--- config.mk ---
export PLATFORM = sky130hd
export DESIGN_NAME = seg7_scan_ctrl
export DESIGN_NICKNAME = d
export VERILOG_FILES = /design/src/rtl/seg7_scan_ctrl.sv
export SDC_FILE = /design/constraint.sdc
export NUM_CORES = 1
export LEC_CHECK = 0
export ABC_AREA = 1
export CAP_MARGIN = 20
export CORE_ASPECT_RATIO = 1.25
export CORE_MARGIN = 4
export CORE_UTILIZATION = 54
export DETAILED_ROUTE_END_ITERATION = 10
export GPL_TIMING_DRIVEN = 1
export HOLD_SLACK_MARGIN = 0.05
export PLACE_DENSITY = 0.77
export SLEW_MARGIN = 20
export SYNTH_ARGS = -nofsm -noshare
export SYNTH_HDL_FRONTEND = slang
export SYNTH_SLANG_ARGS = --single-unit
--- constraint.sdc ---
create_clock -name clk -period 2.7 [get_ports clk]
set_input_delay 0.675 -clock clk [delete_from_list [all_inputs] [get_ports clk]]
set_output_delay 0.675 -clock clk [all_outputs]
set_load 0.005 [all_outputs]
--- src/rtl/seg7_scan_ctrl.sv ---
// Round-robin scan controller that time-shares one BCD-to-7-segment decoder.
// Each digit slot starts with a few dark cycles so the previous digit cannot ghost.
//
// slot  | meaning
// BLANK | presc < BLANK_CYC, all digit enables low
// SHOW  | presc >= BLANK_CYC, enable digit idx unless it is suppressed
module seg7_scan_ctrl #(
  parameter int N_DIGITS  = 4,
  parameter int PRESCALE  = 1000,
  parameter int BLANK_CYC = 2
) (
  input  logic                  clk,
  input  logic                  rst_n,
  input  logic                  en,
  input  logic                  lzs,
  input  logic                  load,
  input  logic [4*N_DIGITS-1:0] data,
  output logic                  ready,
  output logic [3:0]            digit_code,
  output logic [N_DIGITS-1:0]   digit_en,
  output logic                  frame_start
);

  localparam int PW = $clog2(PRESCALE);
  localparam int IW = $clog2(N_DIGITS);
  localparam logic [PW-1:0] PRESC_MAX = PW'(PRESCALE - 1);
  localparam logic [PW-1:0] BLANK_END = PW'(BLANK_CYC);
  localparam logic [IW-1:0] IDX_MAX   = IW'(N_DIGITS - 1);
  localparam logic [0:0]    BLANK     = 1'b0;
  localparam logic [0:0]    SHOW      = 1'b1;

  logic [PW-1:0]         presc, presc_n;
  logic [IW-1:0]         idx, idx_n;
  logic [4*N_DIGITS-1:0] disp, disp_n, pend;
  logic                  run;
  logic                  boundary;
  logic [0:0]            slot_n;
  logic [3:0]            code_n;
  logic [N_DIGITS-1:0]   lead_zero, dark, en_n;

  // Outputs are registered from next-state values so they line up with presc/idx/disp.
  always_comb begin : step
    presc_n = presc;
    idx_n   = idx;
    if (!en || !run) begin
      presc_n = '0;
      idx_n   = '0;
    end else if (presc == PRESC_MAX) begin
      presc_n = '0;
      idx_n   = (idx == IDX_MAX) ? '0 : idx + 1'b1;
    end else begin
      presc_n = presc + 1'b1;
    end
    boundary = en && (presc_n == '0) && (idx_n == '0);
    disp_n   = (boundary && !ready) ? pend : disp;
    slot_n   = (presc_n < BLANK_END) ? BLANK : SHOW;
  end

  always_comb begin : suppress
    lead_zero = '0;
    dark      = '0;
    for (int i = 0; i < N_DIGITS; i++) begin
      lead_zero[i] = ((disp_n >> (4 * i)) == '0);
      dark[i]      = (disp_n[4*i +: 4] > 4'd9) || (lzs && (i != 0) && lead_zero[i]);
    end
    code_n = disp_n[{idx_n, 2'b00} +: 4];
    en_n   = '0;
    if (slot_n == SHOW && !dark[idx_n]) en_n[idx_n] = 1'b1;
  end

  // ready doubles as the inverted pending-valid flag.
  always_ff @(posedge clk or negedge rst_n) begin
    if (!rst_n) begin
      presc       <= '0;
      idx         <= '0;
      disp        <= '0;
      pend        <= '0;
      run         <= 1'b0;
      ready       <= 1'b1;
      digit_code  <= 4'd0;
      digit_en    <= '0;
      frame_start <= 1'b0;
    end else begin
      presc <= presc_n;
      idx   <= idx_n;
      disp  <= disp_n;
      run   <= en;
      if (load && ready) pend <= data;
      if (boundary && !ready)  ready <= 1'b1;
      else if (load && ready)  ready <= 1'b0;
      digit_code  <= code_n;
      digit_en    <= en_n;
      frame_start <= boundary;
    end
  end

endmodule

==> results of run 1 <==
final cells by class:
type / instances / area share [%]
Clock inverter: 2 / 1.60
Timing Repair Buffer: 82 / 19.8
Tap cell: 60 / 1.99
Sequential cell: 55 / 36.6
Clock buffer: 6 / 1.93
Multi-Input combinational cell: 210 / 33.1
Inverter: 49 / 4.95
placed cells by master (no fill, tap or decap), types with 3 or more instances in the layout:
master	instances
nand3_2	6
nand2_4	4
a21oi_1	10
nand2_2	9
nor2_1	29
buf_4	46
dfrtp_1	54
o21ai_2	3
inv_1	46
nand4_1	15
nand2_1	75
o21ai_1	5
o21ai_0	3
mux2_2	10
nand3_1	14
nor2_2	3
clkbuf_8	5
clkdlybuf4s50_1	29
nor2_4	7
power groups by stage:
stage / combinational (mW) / clock (mW) / sequential [mW]
finish: 0.730 / 0.634 / 1.10
global route: 0.810 / 0.681 / 1.12
CTS: 0.677 / 0.646 / 1.10
detailed placement: 0.672 / 0 / 1.11
global placement: 0.652 / 0 / 1.10
floorplan: 0.366 / 0 / 1.09
flip-flops by register name, indices dropped and copies added (netlist names):
register     count
pend            16
ready            1
idx              2
disp            16
run              1
frame_start      1
presc           10
digit_code       4
digit_en         4
path summary, 6_finish.rpt:
kind	from	endpoint	cells past startpoint
max in group asynchronous	rst_n	pend[15]	2
max reg2reg	presc[1]	digit_en[0]	19
min reg2reg	disp[14]	disp[14]	2
min	rst_n	pend[3]	2
max	en	digit_en[0]	18
min in group clk	disp[14]	disp[14]	2
repair_timing:
action / in CTS / in global routing
pin swaps: 0 / 19
resized for setup: 1 / 24
cloned: 0 / 3
setup endpoints to repair: 4 / 7
buffers inserted: 0 / 16
routing by layer:
metal  part of all wire [%]  global-route usage (%)
met1                     40                    25.5
met2                     54                    36.1
met3                    4.1                    4.02
met4                    2.5                    8.21
met5                      0                       0
logic make-up (layout without fill, tap and decap cells):
family,count (synthesis),in the layout,synth area share (%)
AND/OR/NAND/NOR,168,170,31.0
buffers and inverters,56,139,8.38
flip-flops,55,55,49.6
AO/OA/AOI/OAI,27,27,5.72
multiplexers,10,10,4.05
XOR/XNOR,1,1,0.315
adder cells (fa/ha/maj),2,2,0.901
through the flow:
stage | worst slack [ns] | hold slack, ns
global route | -0.140 | 0.536
floorplan | 0.402 | 0.379
global placement | -0.278 | 0.457
CTS | 0.0168 | 0.497
finish | -0.0583 | 0.490
detailed placement | -0.371 | 0.465
==> qor.yml, run 1 <==
status: "finished with violations"
failed_checks: "setup timing"
placed_cell_area_mm2: 0.00336
area_growth_pct: 35.5
worstSetupPathType: "input port to flop"
fin_crit_sh_pct: 102
hold_violations: 0
ant_nets: 0
pwr-share-comb_pct: 29.6
cts.path.max_buffers: 2
leakagePower_nw: 1.91
clock_skew_ns: 0.00496
die_w_um: 72.2
hpwl_um: 4450
start_util_pct: 57.0
core_area_mm2: 0.00487
place.gp.congestion: 0.943
yosysTopAreaCell: "dfrtp_1"
p_sw_share_pct: 29.2
finalNetCount: 426
total_power_mw: 2.46
fin_ws_ns: -0.0583
syn_inst: 319
layout-drive-gt1-share_pct: 28.2
yosys_warnings: 0
setup_viol: 3
ir_worst_vdd_uv: 439
timing.slew.headroom_pct: 54.9
fmax_mhz: 363
ys_top_cells_by_count: "81 x nand2_1, 54 x dfrtp_1, 47 x inv_1, 30 x nor2_1"
critPathTopFamily: "simple AND/OR/NAND/NOR gates"
holdBufCountCts: 0
nFillCells: 332
track_usage_pct: 20.9
maxCapViolations: 0
synth_edf_count: 0
switching_power_mw: 0.719
root_buffer: "clkbuf_8"
fin_util_pct: 77.3
grt_overflow: 0
fin_tns_setup_ns: -0.130
dp_cells: 437
final_area_mm2: 0.00376
period_needed_ns: 2.76
clk_pin_slew_worst_paths_ns: 0.10
cp_max_fo: 7
intPower_mw: 1.74
syn_area_per_cell_um2: 8.71
die_h_um: 88.2
crit_chain: "clkdlybuf4s50_1 > nand2_2 > buf_4 > a21oi_4 > nand3_2 > nand2_2 > nor2_4 > buf_12 > buf_8 > nand4_1 > nand2_1 > nand2_2 > inv_1 > nand2_1 > nor2_1 > nor2_2 > nand3_2 > nor2_1"
cp.arrival_ns: 2.99
instances_no_fill: 464
tritoncts: "done"
rrSetupSlack_ns: 0.02
grt_max_degree: 56
htreeDepth: 2
wl_um: 6930
synth_nets: 342
grt_antenna_before_repair: 0
first_pass_iters: 6
dr_total_vias: 2472
synth-main-ff-cell: "dfrtp_1"
ys_types: 33
synth-seq-cells: 55
async_flop_share_pct: 100
seq_area_frac_synth_pct: 49.6
synthTopCellsByArea: "dfrtp_1 49%, nand2_1 11%, inv_1 6.4%, mux2_2 4.1%, nor2_1 4.1%"
numCtsBuffers: 5
synthesis.area_mm2: 0.00278
tightest_slew_ns: 0.677
yosys.area.top_type_share_pct: 48.6
detail_route.wl_per_cell_um: 14.9
clock_sinks: 55
critPathLaunchType: "input port"
crit_buf_inv: 5
worstPathRequired_ns: 2.94
vias_per_cell: 5.33
yosysMostFrequentCell: "nand2_1"
cpMostUsedCell: "nand2_2"
power_density_mw_per_mm2: 654
cp_slowest_stage_delay_ns: 0.50
regArea_mm2: 0.00138
clk_latency_ns: 0.31
grt_pass1_vias: 2331
first_iter_violations: 176
drc: 0
rows: 28
grt_pass1_wl_um: 10300
end_kind: "flop"
port_buffers: 30
dieArea_mm2: 0.00636
finalMaxSlewViolations: 0
seq_power_share_pct: 44.6
hold_path.class: "input port to asynchronous set/reset pin"
rsz0062_at_grt: "yes"
antennaDiodeCount: 0
multi_input_area_mm2: 0.00125
num_io_pins: 31
power.share.clock_pct: 25.7
cpMaxStageDelayCell: "clkdlybuf4s50_1"
No activity file was read; power rests on OpenSTA's default activity.
==> run 2: changes to the inputs <==
--- a/config.mk
+++ b/config.mk
@@ -7,14 +7,13 @@
 export LEC_CHECK = 0
 export ABC_AREA = 1
 export CAP_MARGIN = 20
-export CORE_ASPECT_RATIO = 1.25
 export CORE_MARGIN = 4
-export CORE_UTILIZATION = 54
+export CORE_UTILIZATION = 50
 export DETAILED_ROUTE_END_ITERATION = 10
 export GPL_TIMING_DRIVEN = 1
 export HOLD_SLACK_MARGIN = 0.05
-export PLACE_DENSITY = 0.77
-export SLEW_MARGIN = 20
+export PLACE_DENSITY = 0.72
+export SLEW_MARGIN = 30
 export SYNTH_ARGS = -nofsm -noshare
 export SYNTH_HDL_FRONTEND = slang
 export SYNTH_SLANG_ARGS = --single-unit
==> run 2 against run 1 <==
Compared with the run above: the run still ends with setup timing left; sequential share of layout area fell by 0.73 points; clock power fell by 14%; core utilization fell by 4.0 points; cell area rose by 2.0%; non-clock buffer count rose by 3; power fell by 2.0%; first-iteration DRC count fell by 28%; via count fell by 1.9%; global-route usage fell by 2.1 points; wire length fell by 3.9%; register-to-register slack got worse by 0.02 ns; largest cell class unchanged.
==> qor.yml, run 2 (synthesis gave the netlist of run 1 again) <==
start_util_pct: 53.0  # -4.0 points
intPower_mw: 1.68  # -3.9%
rows: 26  # -7.1%
vias_per_cell: 5.08  # -4.7%
first_pass_iters: 4  # -2
timing.slew.headroom_pct: 55.8  # +0.91 points
cts.path.max_buffers: 2  # unchanged
reg_top3: "disp x16, pend x16, presc x10"
place.gp.congestion: 0.889  # -5.7%
fin_ws_ns: -0.000403  # +0.0579 ns
grt_pass1_vias: 2146  # -7.9%
grt_overflow: 0  # unchanged
preCtsSetupSlack_ns: -0.345  # +0.0255 ns
finalNetCount: 430  # +0.94%
holdBufCountCts: 0  # unchanged
leakagePower_nw: 1.93  # +0.97%
setup_viol: 1  # -2
dp_cells: 449  # +2.7%
grt_pass1_wl_um: 9740  # -5.7%
power.share.clock_pct: 22.7  # -3.0 points
fmax_mhz: 370  # +2.1%
detail_route.wl_per_cell_um: 13.9  # -6.7%
root_buffer: "clkbuf_8"
die_w_um: 82.5  # +14%
final_area_mm2: 0.00384  # +2.0%
power_density_mw_per_mm2: 628  # -4.0%
seq_power_share_pct: 45.4  # +0.8 points
placed_cell_area_mm2: 0.00340  # +1.2%
wl_um: 6660  # -3.9%
period_needed_ns: 2.70  # -0.0579 ns
finalMaxSlewViolations: 0  # unchanged
htreeDepth: 2  # unchanged
track_usage_pct: 18.7  # -2.1 points
die_h_um: 82.5  # -6.4%
ir_worst_vdd_uv: 376  # -14%
clock_sinks: 55  # unchanged
first_iter_violations: 127  # -28%
rsz0062_at_grt: "yes"
core_area_mm2: 0.00524  # +7.6%
num_io_pins: 31  # unchanged
layout-drive-gt1-share_pct: 31.4  # +3.2 points
mostFrequentLayoutCell: "nand2_1"
failed_checks: "setup timing"
instances_no_fill: 478  # +3.0%
antennaDiodeCount: 0  # unchanged
hold_violations: 0  # unchanged
reg2reg_depth: 20  # +1
clock_skew_ns: 0.00670  # +0.00174 ns
drc: 0  # unchanged
critPathLaunchType: "flop"
grt_max_degree: 29  # -48%
worstSetupPathType: "flop to flop"
tightest_slew_ns: 0.663  # -0.0137 ns
switching_power_mw: 0.737  # +2.5%
hold_path.class: "input port to asynchronous set/reset pin"
worstPathRequired_ns: 2.90  # -0.04 ns
ant_nets: 0  # unchanged
area_growth_pct: 38.3
grt_antenna_before_repair: 0  # unchanged
cp_max_fo: 7  # unchanged
cp.arrival_ns: 2.90  # -0.09 ns
port_buffers: 30  # unchanged
pwr-share-comb_pct: 31.9  # +2.3 points
clk_latency_ns: 0.31  # about the same
fin_tns_setup_ns: -0.000403  # +0.129 ns
fin_crit_sh_pct: 100  # -2.1 points
status: "finished with violations"
p_sw_share_pct: 30.5  # +1.3 points
hpwl_um: 4400  # -1.2%
nFillCells: 356  # +7.2%
maxCapViolations: 0  # unchanged
numCtsBuffers: 5  # unchanged
layout_common_cells: "72 x nand2_1, 54 x dfrtp_1, 45 x inv_1, 45 x buf_4, 28 x clkdlybuf4s50_1"
end_kind: "flop"
tritoncts: "done"
dr_total_vias: 2426  # -1.9%
total_power_mw: 2.41  # -2.0%
clk_pin_slew_worst_paths_ns: 0.10  # about the same
dieArea_mm2: 0.00681  # +7.1%
run 2: path summary, 6_finish.rpt:
path,start,to,slack (ns)
max,presc[0],digit_en[3],-0.0004
min,rst_n,presc[5],0.38
max reg2reg,presc[0],digit_en[3],-0.0004
min reg2reg,disp[0],disp[0],0.50
max in group asynchronous,rst_n,ready,1.66
min in group clk,disp[0],disp[0],0.50
run 2: power groups by stage:
stage	Clock (mW)	Sequential (mW)	Combinational, mW
2_1_floorplan	0	1.09	0.366
3_3_place_gp	0	1.10	0.666
3_5_place_dp	0	1.11	0.686
4_1_cts	0.560	1.09	0.691
5_1_grt	0.594	1.12	0.848
6_report	0.547	1.10	0.770
run 2: through the flow:
| stage | util, % | hold WS (ns) |
|---|---|---|
| floorplan | - | 0.379 |
| global placement | 65.0 | 0.458 |
| detailed placement | 65.0 | 0.474 |
| CTS | 67.1 | 0.408 |
| finish | 73.3 | 0.381 |
| global route | 73.3 | 0.436 |
run 2: routing by layer:
| layer | GRT usage (%) | part of all wire [%] |
|---|---|---|
| met1 | 25.1 | 44 |
| met2 | 31.1 | 50 |
| met3 | 3.69 | 3.5 |
| met4 | 5.07 | 2.2 |
| met5 | 0 | 0 |
run 2: repair_timing:
action / CTS / global route
gates cloned: 0 / 4
setup buffers: 0 / 17
endpoints found under the setup margin: 4 / 7
resized for setup: 1 / 40
pin swaps: 0 / 20
run 2: cell type report:
class	instances	area (µm²)	share of cell area, %
clock buffer	5	68.8	1.79
sequential	55	1380	35.9
timing repair buffer	85	772	20.1
multi-input combinational	211	1300	33.8
tap	70	87.6	2.28
clock inverter	3	43.8	1.14
inverter	49	191	4.98
run 2: worst max-delay path: stages, from the launching register on:
cell and delay (ns):
dfrtp_1 0.43, ha_4 0.17, nand2_4 0.06, nor2_4 0.23, nand2_4 0.14, nand2_8 0.11, nor2_4 0.06, nor2_8 0.12
nand2_4 0.07, nor2_8 0.16, buf_12 0.13, nand3_4 0.13, buf_6 0.16, nand2_1 0.04, nand2_1 0.07, nor2_1 0.10
nand2_1 0.05, nand3_1 0.11, nor2_2 0.06, nand3_2 0.10, nor2_1 0.06
==> run 3: changes to the inputs <==
--- a/config.mk
+++ b/config.mk
@@ -5,14 +5,13 @@
 export SDC_FILE = /design/constraint.sdc
 export NUM_CORES = 1
 export LEC_CHECK = 0
-export ABC_AREA = 1
 export CAP_MARGIN = 20
 export CORE_MARGIN = 4
 export CORE_UTILIZATION = 50
 export DETAILED_ROUTE_END_ITERATION = 10
 export GPL_TIMING_DRIVEN = 1
 export HOLD_SLACK_MARGIN = 0.05
-export PLACE_DENSITY = 0.72
+export PLACE_DENSITY = 0.73
 export SLEW_MARGIN = 30
 export SYNTH_ARGS = -nofsm -noshare
 export SYNTH_HDL_FRONTEND = slang
==> run 3 against run 2 <==
Compared with the run above: non-clock buffer count is 7 lower; sequential power is 13% higher; flip-flop and latch count stayed put; worst hold slack worse by 0.090 ns; worst setup slack worse by 0.31 ns; via count is 25% lower; die area is 11% lower; highest routed layer unchanged; clock-buffer cell count is 2 higher; first-iteration DRC count is 24% higher; the run still ends with setup timing left.
==> qor.yml, run 3 <==
fin_util_pct: 72.6  # -0.76 points
muxShareOfSynthArea_pct: 18.2  # +14 points
start_util_pct: 51.8  # -1.3 points
first_pass_iters: 4  # unchanged
htreeDepth: 2  # unchanged
ant_nets: 0  # unchanged
period_needed_ns: 3.01  # +0.309 ns
holdBufCountCts: 0  # unchanged
reg2reg_to: "digit_code[3]"
fin_tns_setup_ns: -4.66  # -4.66 ns
leakagePower_nw: 1.52  # -21%
port_buffers: 30  # unchanged
grt_max_degree: 24  # -17%
final_area_mm2: 0.00343  # -11%
seq_area_frac_synth_pct: 56.3  # +6.8 points
pwr-share-comb_pct: 27.4  # -4.5 points
whs_ns: 0.291  # -0.0896 ns
synth_nets: 218  # -36%
status: "finished with violations"
numCtsBuffers: 5  # unchanged
use_met1_pct: 25.7  # +0.60 points
rows: 25  # -3.8%
core_area_mm2: 0.00472  # -9.8%
mostFrequentLayoutCell: "dfrtp_1"
timing.slew.headroom_pct: 56.8  # +1.0 points
finalMaxSlewViolations: 0  # unchanged
worstPathRequired_ns: 2.90  # about the same
drc: 0  # unchanged
yosys.area_share.simple_pct: 13.3  # -18 points
p_sw_share_pct: 27.4  # -3.1 points
grt_antenna_before_repair: 0  # unchanged
switching_power_mw: 0.645  # -12%
num_io_pins: 31  # unchanged
finalNetCount: 297  # -31%
hold_violations: 0  # unchanged
startpoint: "presc[3]"
syn_area_per_cell_um2: 12.5  # +44%
synth_compound_area_share_pct: 6.70  # +0.98 points
antennaDiodeCount: 0  # unchanged
die_w_um: 77.9  # -5.6%
power_density_mw_per_mm2: 686  # +9.2%
rr_startpoint: "presc[3]"
wl_um: 5590  # -16%
synth-main-ff-cell: "dfrtp_1"
ir_worst_vdd_uv: 523  # +39%
critPathLaunchType: "flop"
clock_sinks: 55  # unchanged
total_power_mw: 2.35  # -2.5%
placed_cell_area_mm2: 0.00304  # -11%
hpwl_um: 3700  # -16%
grt_pass1_wl_um: 9170  # -5.9%
reg_top3: "disp x16, pend x16, presc x10"
grt_pass1_vias: 1875  # -13%
die_h_um: 77.9  # -5.6%
synth_xor_area_share_pct: 2.51  # +2.2 points
worstSetupPathType: "flop to flop"
fin_crit_sh_pct: 111  # +11 points
vias_per_cell: 5.33  # +5.0%
syn_inst: 195  # -39%
yosysMostFrequentCell: "dfrtp_1"
setup_viol: 23  # +22
synth-seq-cells: 55  # unchanged
hold_path.class: "input port to asynchronous set/reset pin"
dieArea_mm2: 0.00607  # -11%
failed_checks: "setup timing"
yosys_warnings: 0  # unchanged
synthAdderAreaFrac_pct: 1.02  # +0.12 points
synth_edf_count: 0  # unchanged
cp.arrival_ns: 3.21  # +0.31 ns
synthTopCellsByArea: "dfrtp_1 55%, mux2_2 15%, mux2i_1 2.9%, nand2_1 2.5%, nor2_1 2.1%"
maxCapViolations: 0  # unchanged
busiest_layer: "met2"
reg2reg_depth: 9  # -55%
clock_skew_ns: 0.00669  # -0.00000788 ns
fin_ws_ns: -0.309  # -0.309 ns
area_growth_pct: 40.2
power.share.clock_pct: 19.8  # -2.9 points
cts.path.max_buffers: 2  # unchanged
grt_overflow: 0  # unchanged
place.gp.congestion: 0.842  # -5.3%
tightest_slew_ns: 0.643  # -0.0199 ns
cp_max_fo: 5  # -2
grtUsageMet3_pct: 4.87  # +1.2 points
layout_common_cells: "54 x dfrtp_1, 41 x buf_4, 29 x clkdlybuf4s50_1"
root_buffer: "clkbuf_8"
dr_total_vias: 1823  # -25%
yosys.area.top_type_share_pct: 55.3  # +6.6 points
end_kind: "flop"
yosysTopAreaCell: "dfrtp_1"
clk_latency_ns: 0.31  # about the same
grtUsageMet2_pct: 31.5  # +0.42 points
tritoncts: "done"
rsz0062_at_grt: "yes"
fmax_mhz: 332  # -10%
ys_types: 39  # +18%
clk_pin_slew_worst_paths_ns: 0.09  # about the same
synth_top_family_by_area: "multiplexers"
seq_power_share_pct: 52.8  # +7.4 points
intPower_mw: 1.71  # +1.9%
async_flop_share_pct: 100  # unchanged
synthesis.area_mm2: 0.00244  # -12%
first_iter_violations: 157  # +24%
rrSetupSlack_ns: -0.31  # -0.31 ns
detail_route.wl_per_cell_um: 16.3  # +17%
ys_top_cells_by_count: "54 x dfrtp_1, 32 x mux2_2, 16 x nand2_1, 14 x nor2_1"
track_usage_pct: 19.5  # +0.74 points
layout-drive-gt1-share_pct: 40.4  # +9.0 points
[run 3: worst max path at each step]
stage / to / slack (ns) / depth (start not counted)
5_1_grt: digit_code[3] / -0.41 / 9
2_1_floorplan: digit_code[3] / -0.49 / 9
6_report: digit_code[3] / -0.31 / 9
3_3_place_gp: digit_code[3] / -0.45 / 9
4_1_cts: digit_code[1] / -0.27 / 9
3_5_place_dp: digit_code[3] / -0.50 / 9
[run 3: routing by layer]
layer | vias to the layer above | wire (µm)
li1 | 862 | -
met1 | 912 | 2540
met2 | 38 | 2790
met3 | 11 | 186
met4 | 0 | 76
met5 | - | 0
[run 3: layout make-up]
type                            count  area [µm²]
Fill cell                         310        1290
Clock buffer                        7        86.3
Sequential cell                    55        1380
Clock inverter                      1        8.76
Timing Repair Buffer               78         698
Tap cell                           67        83.8
Inverter                            6        22.5
Multi-Input combinational cell    128        1150
[run 3: worst max-delay path, stage by stage (launching register included)]
cell and delay [ns]:
dfrtp_1 0.39, or3b_4 0.42, nor3_4 0.21, mux2i_2 0.31, inv_2 0.07, or4b_4 0.53, nor4_4 0.20, buf_6 0.18
mux2_4 0.33, o221a_4 0.26
[run 3: cell families after synthesis]
kind of cell | count (synthesis)
buf+inv | 12
xor+xnor | 7
mux | 40
fa+ha+maj | 2
simple gates | 59
flops | 55
compound gates | 20
[run 3: per-stage QoR]
| step | cells | setup WS (ns) |
|---|---|---|
| 2_1_floorplan | 195 | -0.494 |
| 3_3_place_gp | 315 | -0.448 |
| 3_5_place_dp | 315 | -0.501 |
| 4_1_cts | 336 | -0.271 |
| 5_1_grt | 342 | -0.414 |
| 6_report | 342 | -0.309 |
[run 3: power groups by stage]
stage               registers [mW]  logic (mW)  clock network, mW
global placement              1.24       0.488                  0
finish                        1.24       0.644              0.467
CTS                           1.24       0.595              0.484
global route                  1.28       0.693              0.516
floorplan                     1.18       0.328                  0
detailed placement            1.24       0.511                  0
[run 3: timing repair]
action / in CTS / in global routing
resized for setup: 21 / 12
pin swaps: 3 / 3
setup buffers: 24 / 7
gates cloned: 1 / 0
hold endpoints to repair: 0 / 0
setup endpoints to repair: 23 / 25
